==> config.mk <==
export PLATFORM = sky130hd
export DESIGN_NAME = serial_deser_rx_flat
export DESIGN_NICKNAME = d
export VERILOG_FILES = /design/src/rtl/serial_deser_rx_if.sv /design/src/rtl/serial_deser_rx.sv /design/src/flat_wrapper.sv
export SDC_FILE = /design/constraint.sdc
export NUM_CORES = 1
export LEC_CHECK = 0
export BUFFER_PORTS_ARGS = -buffer_cell sky130_fd_sc_hd__buf_2
export CAP_MARGIN = 40
export CORE_AREA = 2 2 62 64
export DETAILED_ROUTE_END_ITERATION = 6
export DIE_AREA = 0 0 64 66
export HOLD_SLACK_MARGIN = 0.03
export PLACE_DENSITY = 0.59
export SYNTH_ARGS = -nofsm -noshare
export SYNTH_HDL_FRONTEND = slang
export SYNTH_SLANG_ARGS = --single-unit
export TNS_END_PERCENT = 10
==> constraint.sdc <==
create_clock -name clk -period 1.5 [get_ports clk]
set_input_delay 0.3 -clock clk [delete_from_list [all_inputs] [get_ports clk]]
set_output_delay 0.3 -clock clk [all_outputs]
set_load 0.005 [all_outputs]
==> src/rtl/serial_deser_rx_if.sv <==
// Bundle of the serial receiver's line input and word-side outputs.
// master: the receiver itself (samples the line, drives the word outputs).
// slave:  the link/consumer side (drives the line, observes the words).
interface serial_deser_rx_if #(
    parameter int WIDTH       = 8,
    parameter int FRAME_WORDS = 4
);
    localparam int IDX_W = $clog2(FRAME_WORDS) + 1;

    logic             serial_in;
    logic [WIDTH-1:0] data_out;
    logic             data_valid;
    logic [IDX_W-1:0] word_index;
    logic             locked;
    logic             sync_err;

    modport master (
        input  serial_in,
        output data_out,
        output data_valid,
        output word_index,
        output locked,
        output sync_err
    );

    modport slave (
        output serial_in,
        input  data_out,
        input  data_valid,
        input  word_index,
        input  locked,
        input  sync_err
    );
endinterface

==> src/rtl/serial_deser_rx.sv <==
// Serial-to-parallel receiver: hunts bit-by-bit for the sync word, then
// slices the LSB-first stream into WIDTH-bit words, emits FRAME_WORDS data
// words per frame and watches each sync slot, dropping lock after MAX_MISS
// consecutive bad sync slots.
module serial_deser_rx #(
    parameter int               WIDTH       = 8,
    parameter logic [WIDTH-1:0] SYNC_WORD   = 8'hBC,
    parameter int               FRAME_WORDS = 4,
    parameter int               MAX_MISS    = 2
) (
    input  logic                  clk,
    input  logic                  reset,
    serial_deser_rx_if.master     bus
);
    localparam int IDX_W  = $clog2(FRAME_WORDS) + 1;
    localparam int BIT_W  = (WIDTH > 2) ? $clog2(WIDTH) : 1;
    localparam int MISS_W = $clog2(MAX_MISS + 1);

    localparam logic [0:0] ST_SEARCH = 1'b0;
    localparam logic [0:0] ST_LOCKED = 1'b1;

    // Only the WIDTH-1 most recent bits need storing: the oldest bit of the
    // full window falls off on the very edge that would read it.
    logic [WIDTH-2:0]  hist_q, hist_d;
    logic [WIDTH-1:0]  nxt;
    logic [0:0]        state_q, state_d;
    logic [BIT_W-1:0]  bit_cnt_q, bit_cnt_d;
    logic [IDX_W-1:0]  word_idx_q, word_idx_d;
    logic [MISS_W-1:0] miss_cnt_q, miss_cnt_d;
    logic [MISS_W-1:0] miss_inc;
    logic [WIDTH-1:0]  data_out_q, data_out_d;
    logic [IDX_W-1:0]  word_index_q, word_index_d;
    logic              data_valid_q, data_valid_d;
    logic              locked_q, locked_d;
    logic              sync_err_q, sync_err_d;

    assign nxt      = {bus.serial_in, hist_q};
    assign miss_inc = miss_cnt_q + MISS_W'(1);

    // Next-state logic: sync hunt, word slicing, sync-slot monitoring.
    always_comb begin
        hist_d       = nxt[WIDTH-1:1];
        state_d      = state_q;
        bit_cnt_d    = bit_cnt_q;
        word_idx_d   = word_idx_q;
        miss_cnt_d   = miss_cnt_q;
        data_out_d   = data_out_q;
        word_index_d = word_index_q;
        data_valid_d = 1'b0;
        locked_d     = locked_q;
        sync_err_d   = 1'b0;

        if (state_q == ST_SEARCH) begin
            if (nxt == SYNC_WORD) begin
                state_d    = ST_LOCKED;
                locked_d   = 1'b1;
                bit_cnt_d  = '0;
                word_idx_d = '0;
                miss_cnt_d = '0;
            end
        end else begin
            if (bit_cnt_q == BIT_W'(WIDTH - 1)) begin
                bit_cnt_d = '0;
                if (word_idx_q < IDX_W'(FRAME_WORDS)) begin
                    data_out_d   = nxt;
                    word_index_d = word_idx_q;
                    data_valid_d = 1'b1;
                    word_idx_d   = word_idx_q + IDX_W'(1);
                end else begin
                    // Sync slot: never re-aligns here, only counts misses.
                    word_idx_d = '0;
                    if (nxt == SYNC_WORD) begin
                        miss_cnt_d = '0;
                    end else begin
                        sync_err_d = 1'b1;
                        if (miss_inc == MISS_W'(MAX_MISS)) begin
                            state_d    = ST_SEARCH;
                            locked_d   = 1'b0;
                            miss_cnt_d = '0;
                        end else begin
                            miss_cnt_d = miss_inc;
                        end
                    end
                end
            end else begin
                bit_cnt_d = bit_cnt_q + BIT_W'(1);
            end
        end
    end

    // State and output registers; reset aborts any partial word at once.
    always_ff @(posedge clk or negedge reset) begin
        if (!reset) begin
            hist_q       <= '0;
            state_q      <= ST_SEARCH;
            bit_cnt_q    <= '0;
            word_idx_q   <= '0;
            miss_cnt_q   <= '0;
            data_out_q   <= '0;
            word_index_q <= '0;
            data_valid_q <= 1'b0;
            locked_q     <= 1'b0;
            sync_err_q   <= 1'b0;
        end else begin
            hist_q       <= hist_d;
            state_q      <= state_d;
            bit_cnt_q    <= bit_cnt_d;
            word_idx_q   <= word_idx_d;
            miss_cnt_q   <= miss_cnt_d;
            data_out_q   <= data_out_d;
            word_index_q <= word_index_d;
            data_valid_q <= data_valid_d;
            locked_q     <= locked_d;
            sync_err_q   <= sync_err_d;
        end
    end

    assign bus.data_out   = data_out_q;
    assign bus.word_index = word_index_q;
    assign bus.data_valid = data_valid_q;
    assign bus.locked     = locked_q;
    assign bus.sync_err   = sync_err_q;
endmodule
==> src/flat_wrapper.sv <==
// flat-port wrapper written by rule: the top's interface ports become plain ports
module serial_deser_rx_flat 
#(
    parameter int               WIDTH       = 8,
    parameter logic [WIDTH-1:0] SYNC_WORD   = 8'hBC,
    parameter int               FRAME_WORDS = 4,
    parameter int               MAX_MISS    = 2
)
  (clk, reset, bus_serial_in, bus_data_out, bus_data_valid, bus_word_index, bus_locked, bus_sync_err);
  serial_deser_rx_if #(.WIDTH(WIDTH), .FRAME_WORDS(FRAME_WORDS)) bus_i ();
  input  logic clk;
  input  logic reset;
  input wire logic [$bits(bus_i.serial_in)-1:0] bus_serial_in;
  output wire logic [$bits(bus_i.data_out)-1:0] bus_data_out;
  output wire logic [$bits(bus_i.data_valid)-1:0] bus_data_valid;
  output wire logic [$bits(bus_i.word_index)-1:0] bus_word_index;
  output wire logic [$bits(bus_i.locked)-1:0] bus_locked;
  output wire logic [$bits(bus_i.sync_err)-1:0] bus_sync_err;
  assign bus_i.serial_in = bus_serial_in;
  assign bus_data_out = bus_i.data_out;
  assign bus_data_valid = bus_i.data_valid;
  assign bus_word_index = bus_i.word_index;
  assign bus_locked = bus_i.locked;
  assign bus_sync_err = bus_i.sync_err;
  serial_deser_rx #(.WIDTH(WIDTH), .SYNC_WORD(SYNC_WORD), .FRAME_WORDS(FRAME_WORDS), .MAX_MISS(MAX_MISS)) u_core (.clk(clk), .reset(reset), .bus(bus_i));
endmodule
==> results.txt, run 1 <==
The main combinational cell family by area after synthesis is simple AND/OR/NAND/NOR gates. The worst setup skew after layout is 0.00574 ns. The number of warnings printed during yosys synthesis came out at 0. The initial core utilization came out at 0.343. The count of pins over their slew limit is 0.

The synthesized design contains 0 enable-type register cells. The count of buffers from port buffering is 16. The placed wire-length estimate after detailed placement is 1580 µm. Summed over all cells, the static leakage comes to 0.000754 µW. The worst relative slew slack is 0.568. The critical path runs through a total of 6 cells. The height of the chip is 66 µm. Counting cells, the worst reg-to-reg path comes to 6. The critical path in this run is classified as reg -> reg.

The count of nets left with antenna violations once routing finished came out at 0. In this run the mean area of a mapped cell was 10.8 µm². The endpoint arrival time on the critical path came out at 1.73 ns. Setup repair after global routing could not meet its margin everywhere. For the worst setup path, the data required time is 1.72 ns. The clock tree buffer depth is 2.

The setup slack after placement came out at -0.0398 ns. The wire length of the first global-routing pass is 3970 µm. In the synthesized netlist the async set-or-reset flop fraction comes to 1.00. The die area is 4220 µm².

On the critical path, the stage with the largest delay is an instance of dfrtp_1. The signal on the critical path passes through and4b_1 -> nand4_4 -> ha_4 -> nand3_2 -> a21oi_2 -> a2bb2oi_2. The worst setup path is captured at a flip-flop. The number of global-route vias before repair came out at 879.

The checks that failed: setup timing. Counting distinct cell types in the post-synthesis netlist gives 28. TritonCTS built the clock tree. The pin count of the biggest net entering global routing is 31. The number of endpoints failing setup at the final stage is 1. The compound-gate portion of the synthesized area came to 0.0894. Along the worst path, the maximum fanout reaches 3. The global-route usage over all layers came out at 0.127. The number of levels in the clock H-tree is 2. The count of final hold-check violations came to 0. The first detailed-routing pass ran for 4 iterations. The most critical setup path has its startpoint at u_core.hist_q[6]$_DFF_PN0_. The adder and majority cell fraction of the synthesized area came out at 0.0411.

The share of synthesized area occupied by flip-flops and latches is 0.617. The max-cap violation count is 0. At the later pin of the worst-skew pair, clock insertion delay measures 0.32 ns.

The total clock buffers created by CTS is 5. After global routing the overflow that remains totals 0. The total number of clock tree sinks is 30. The remaining routing DRC violations is 0.

The final net count is 151. The number of inserted diodes is 0. Once layout is done, the placed cells without fillers occupy 1540 µm².

The worst-case IR drop observed on VDD is 0.419 mV. In this run the standard cell core region covers 3550 µm². Dividing total power by cell area gives a power density of 859 nW/µm². In the post-synthesis netlist, the cell with the most instances is nand2_1.

The launch point of the worst hold path is bus_serial_in. The die outline width is 64 µm. The final worst-path cycle share is 1.01.

In the synthesized netlist the dominant register cell turns out to be dfrtp_1. The share of the synthesized netlist area taken by xor and xnor gates is 0. The post-detailed-route wirelength per cell is 11.7 µm. The number of DRC markers after the initial detailed-route iteration came out at 33. The achievable clock frequency came out at 0.662 GHz. The share of post-route cells with drive strength above 1 came out at 0.347. In the post-synthesis netlist, the biggest area contributors are dfrtp_1, nand2_1, ha_1. The kind of cell with the highest combined delay on the critical path is simple AND/OR/NAND/NOR gates. The clock transition at the registers of the reported paths came out at 0.09 ns. The slew at the pin closest to its max-slew limit is 0.648 ns. Counting instances, the worst hold path has a depth of 1.

The minimum setup slack in the final design is -0.0108 ns. By count the netlist is led by nand2_1, dfrtp_1, o21ai_0. Summing internal, switching and leakage power gives 1320 µW.

The post-synth design cell area is 1220 µm². The cell count after synthesis is 113. The top cell type by total area after synthesis is dfrtp_1. The standard-cell row count came out at 22. In the routed layout, each cell is associated on average with a via count of 4.47. The number of antenna violations at the first check in global routing came out at 0. The final-layout fill cell count came out at 351. The placement-stage cell area is 1430 µm².

The type of origin of the critical path is a flip-flop. After detailed routing, the total wire length is 2240 µm. The simple-gate portion of the synthesized area came out at 0.215. The sum of buffers and inverters on the critical path is 0. The I/O pin total came out at 17. The global placer's final weighted congestion is 0.817.

The portion of netlist area occupied by mux cells is 0.00822. In this run the worst hold path is classified as in -> reg. The number of vias after detailed routing came out at 858. For this run, the share of the core covered by cells in the final layout is 0.433. The number of nets handed over by synthesis was 120. From synthesis to final layout, the design area changed by 26.3%. The cell chosen for the clock root is clkbuf_4. The number of synthesized register bits is 30. In this run the critical register-to-register path is launched from u_core.hist_q[6]$_DFF_PN0_. The critical path's largest stage delay is 0.40 ns. The flow ran to the end, but the final reports show violations. The post-route minimum period came out at 1.51 ns. The share of the synthesized area in the top cell type is 0.617.
cell usage in the layout (no fill, tap or decap), types with 2 or more instances in the layout:
cell type,n
nand2b_1,2
buf_2,16
clkbuf_4,5
inv_1,3
buf_4,9
dfrtp_1,30
nand3_1,2
ha_4,2
nand2_1,38
nor2_1,3
o21ai_1,3
clkinv_2,2
o21ai_0,2
final timing paths:
check,to,slack (ns)
max in group asynchronous,u_core.bit_cnt_q[1]$_DFFE_PN0P_,0.54
min in group asynchronous,u_core.hist_q[3]$_DFF_PN0_,0.53
setup reg to reg,u_core.bus.locked$_DFFE_PN0P_,-0.01
hold reg to reg,u_core.hist_q[5]$_DFF_PN0_,0.40
setup / recovery,u_core.bus.locked$_DFFE_PN0P_,-0.01
hold / removal,u_core.hist_q[6]$_DFF_PN0_,0.10
registers in the layout, indices dropped and copies added (netlist names):
register	flops
u_core.bus.sync_err	1
u_core.bit_cnt_q	3
u_core.bus.locked	1
u_core.bus.data_out	8
u_core.miss_cnt_q	2
u_core.bus.data_valid	1
u_core.state_q	1
u_core.hist_q	7
u_core.bus.word_index	3
u_core.word_idx_q	3
cell families after synthesis:
group | count (synthesis)
AO/OA/AOI/OAI | 14
AND/OR/NAND/NOR | 56
multiplexers | 1
flip-flops | 30
buffers and inverters | 8
adder cells (fa/ha/maj) | 4
report_power, final:
part | internal (µW) | switching, µW | leakage [µW]
Sequential | 829 | 13.0 | 0.000350
Combinational | 19.9 | 29.5 | 0.000373
Clock | 168 | 261 | 0.0000308
Total | 1020 | 304 | 0.000754
layout make-up:
cell class                 instances  area, µm²  share of cell area
sequential                        30        751               0.488
multi-input combinational         75        489               0.318
clock buffer                       5       37.5              0.0244
inverter                           5       21.3              0.0138
clock inverter                     2       10.0             0.00651
tap                               48       60.1              0.0391
timing repair buffer              27        169               0.110
worst register-to-register path, cell delays in order (launching register included):
cell and delay [ns]:
dfrtp_1 0.40, and4b_1 0.29, nand4_4 0.11, ha_4 0.30
nand3_2 0.07, a21oi_2 0.17, a2bb2oi_2 0.06
per-stage QoR:
stage	cells	hold WS (ns)	TNS (ns)
after global routing	192	0.0835	-0.164
after floorplan	113	0.00441	-0.0151
final	192	0.102	-0.0108
after detailed placement	183	0.364	-0.0466
after CTS	192	0.0925	-0.00875
after global placement	183	0.356	0
routing by layer:
metal | up-vias | part of all wire | wire length, µm | GRT usage
met5 | - | 0 | 0 | 0
met4 | 0 | 0.025 | 56 | 0.0734
met3 | 7 | 0.040 | 89 | 0.0358
met2 | 15 | 0.45 | 999 | 0.203
met1 | 397 | 0.49 | 1100 | 0.154
li1 | 439 | - | - | -
what timing repair did:
item	4_1_cts	5_1_grt
setup endpoints to repair	9	17
cloned	0	0
setup buffers	1	0
hold endpoints to repair	30	0
resized for setup	1	12
pin swaps	1	6
hold buffers	1	0
(Power assumes the default switching activity.)
==> inputs of run 2 (changes only) <==
- ABC_AREA: unset -> 1
- CORE_AREA: 2 2 62 64 -> 2 2 61 63
- DIE_AREA: 0 0 64 66 -> 0 0 63 65
==> run 2 against run 1 <==
  * The run now ends clean
  * Area after synthesis decreased by 3.4%
  * Synthesized cell count rose by 4.4%
  * Utilization down 1.1 points
  * Largest cell class unchanged
  * Highest routed layer unchanged
==> results.txt, run 2 <==
The finished cells cover 1470 µm². Counting flops with a built-in enable in the synthesized netlist gives 0. The first global-routing pass estimated 3530 µm of wire.

In the synthesized netlist the dominant register cell turns out to be dfrtp_1. In this run the critical register-to-register path is captured at u_core.bus.locked$_DFFE_PN0P_. The post-detailed-route wirelength per cell is 10.1 µm. No sink is reached through more buffers than the 2 on the longest clock path. The number of antenna violations at the first check in global routing is 0. The count of final hold-check violations came out at 0. The share of the synthesized area in the top cell type came out at 0.638. In this run the tightest slew margin relative to its limit is 0.580. Total power for the finished layout comes to 1740 µW. The die outline width is 63 µm. After floorplanning, the core was sized to cover 3500 µm². The worst setup skew after layout is 0.00448 ns. For this run, the top clock speed supported by timing is 0.693 GHz. Of the cells placed in the final design, the portion with a size suffix greater than 1 is 0.274. The slew at the pin closest to its max-slew limit is 0.630 ns. At the later pin of the worst-skew pair, clock insertion delay measures 0.32 ns.

After detailed routing, the number of vias per cell comes to 4.37. The flow ran to the end, and the final reports show no timing, DRC or antenna violations. The number of synthesized register bits came out at 30. The die covers 4100 µm². The dominant cell by count in the synthesized netlist is nand2_1. The cell chosen for the clock root is clkbuf_4.

The number of endpoints failing setup at the final stage came out at 0. The slack of the worst reg-to-reg path came out at 0.06 ns. Leaving out fill and tap cells, the most frequent cell in the layout is nand2_1. The total negative slack for setup checks is 0 ns.

For this block, the routed nets add up to 1960 µm of wire. The number of inserted diodes came out at 0. The number of global-route vias before repair is 812. The instance count along the most critical hold path is 1.

After global routing the overflow that remains totals 0. Synthesis handed over a netlist of 118 instances. The final worst-path cycle share came out at 0.962. Max-cap violations in this run came to 0. TritonCTS built the clock tree. The detailed-router iteration count before antenna repair came out at 4. The critical path's largest stage delay is 0.39 ns. The initial utilization of the core area, before any placement, comes to 0.336. The most used cell along the critical path is nand2_1.

The post-route minimum period is 1.44 ns. The sum of buffers and inverters on the critical path is 1. STA classifies the critical path startpoint as a flip-flop. By area the synthesized netlist is led by dfrtp_1, nand2_1, ha_1.

The floorplan has 22 rows. The pin count of the biggest net entering global routing is 31. The power density normalized to cell area came out at 1180 nW/µm². The leakage power of the design came out at 0.000778 µW. The mapped netlist covers 1180 µm².

On the critical path, the stage with the largest delay is an instance of dfrtp_1. The largest total area in the synthesized netlist belongs to dfrtp_1. Post-CTS timing repair inserted 0 buffers for setup. Before CTS, the worst setup slack after placement is -0.00282 ns. Counting distinct cell types in the post-synthesis netlist gives 16. The global-route usage over all layers is 0.116.

IR analysis of the VDD net gives a maximum drop of 0.528 mV. The worst setup path is of the reg -> reg kind. Counting instances in the post-synthesis netlist gives the leading cell types as nand2_1, dfrtp_1, inv_1, nand3_1, nor2_1. The share of synthesized flip-flops with an asynchronous set or reset is 1.00. In the routed design, unresolved DRC markers number 0. The worst hold path begins at bus_serial_in. In the final design database the tool counted 152 nets. The count of pins over their slew limit came to 0. The number of vias after detailed routing came out at 847. The count of buffers from port buffering is 16. The number of nets still failing antenna checks after routing came out at 0. The register with the most flip-flops in the layout has 8 of them.

Synthesis produced a netlist with a net count of 125. The number of warnings printed during yosys synthesis is 0. The startpoint identified for the worst register-to-register timing path is u_core.hist_q[6]$_DFF_PN0_. The tightest min-delay check is of the in -> reg type. The clock transition at the registers of the reported paths came out at 0.10 ns. The required time of the critical path came out at 1.73 ns. The minimum setup slack in the final design is 0.0570 ns.

STA classifies the critical path endpoint as a flip-flop. The endpoint arrival time on the critical path is 1.67 ns. The detailed router finished its first iteration with 21 violations. Walking the worst path, the cells encountered are inv_1 -> nand2_1 -> nor2_2 -> nand2_1 -> ha_2 -> a21boi_2 -> nand2_1 -> nand2_1 -> nand2_1. The height of the chip is 65 µm. Setup repair after global routing could not meet its margin everywhere. The placed wire-length estimate after detailed placement came out at 1390 µm.

The area growth from synthesis to layout is 25.3%. The final worst hold slack is 0.118 ns. The kind of cell with the highest combined delay on the critical path is simple AND/OR/NAND/NOR gates. The mean instance size in the synthesized netlist came out at 9.97 µm². The total clock buffers created by CTS came out at 5. The I/O pin total is 17. For hold timing, the worst endpoint is u_core.hist_q[6]$_DFF_PN0_. The number of levels in the clock H-tree is 2. After detailed placement, the total cell area comes to 1340 µm². The total number of clock tree sinks is 30. The number of cells traversed by the worst register-to-register path came out at 9. At the end of routability-driven placement, the weighted congestion stood at 0.770. The share of synthesized area occupied by flip-flops and latches came out at 0.638. The biggest fanout along the worst timing path came out at 2. The library cells used most frequently in the layout, excluding fill and tap cells, are nand2_1, dfrtp_1, buf_2.
## run 2: cell types whose count changed after synthesis, moves of 2 or more
cell,before,now
nand2_1,39,47
o21ai_0,5,2
buf_2,2,0
inv_1,4,8
nor2_1,3,6
nand3_1,3,8
nand2b_1,3,0
o21ai_2,0,3
## run 2: worst max path at each step
stage | start | to | slack (ns) | cells after the start
5_1_grt | u_core.hist_q[6]$_DFF_PN0_ | u_core.bus.locked$_DFFE_PN0P_ | -0.07 | 9
3_5_place_dp | u_core.hist_q[1]$_DFF_PN0_ | u_core.bus.locked$_DFFE_PN0P_ | -0.003 | 9
3_3_place_gp | u_core.hist_q[1]$_DFF_PN0_ | u_core.bus.locked$_DFFE_PN0P_ | 0.04 | 9
4_1_cts | u_core.bit_cnt_q[0]$_DFFE_PN0P_ | u_core.bus.data_out[0]$_DFFE_PN0P_ | 0.02 | 6
2_1_floorplan | u_core.hist_q[6]$_DFF_PN0_ | u_core.bus.locked$_DFFE_PN0P_ | 0.04 | 9
6_report | u_core.hist_q[6]$_DFF_PN0_ | u_core.bus.locked$_DFFE_PN0P_ | 0.06 | 9
## run 2: area by class of cell
class / count / area, µm²
fillers: 363 / 2020
flip-flops and latches: 30 / 751
multi-input cells: 77 / 388
repair buffers: 22 / 128
clock inverters: 2 / 60.1
well taps: 48 / 60.1
clock buffers: 6 / 51.3
inverters: 9 / 36.3
## run 2: where the power goes
group          internal [µW]  switching (µW)
combinational           23.7            36.1
sequential               830            11.4
clock                    565             279
total                   1420             327
## run 2: through the flow
stage,util,std cells
floorplan,-,118
global placement,0.382,185
detailed placement,0.382,185
CTS,0.417,194
global route,0.422,194
finish,0.422,194
## run 2: cells by family after synthesis
group / Yosys count / share of synthesized area
adder cells (fa/ha/maj): 4 / 0.0426
AND/OR/NAND/NOR: 63 / 0.218
flip-flops: 30 / 0.638
AO/OA/AOI/OAI: 10 / 0.0564
buffers and inverters: 11 / 0.0447
## run 2: what timing repair did
| item | CTS | global route |
|---|---|---|
| pin swaps | 0 | 0 |
| hold buffers | 1 | 0 |
| endpoints found under the hold margin | 30 | 0 |
| endpoints found under the setup margin | 1 | 14 |
| resized for setup | 1 | 7 |
## run 2: per-layer routing
metal	share of wire	up-vias	GRT usage
met5	0	-	0
met4	0.020	0	0.0583
met3	0.061	6	0.0573
met2	0.47	19	0.181
met1	0.45	395	0.130
li1	-	427	-
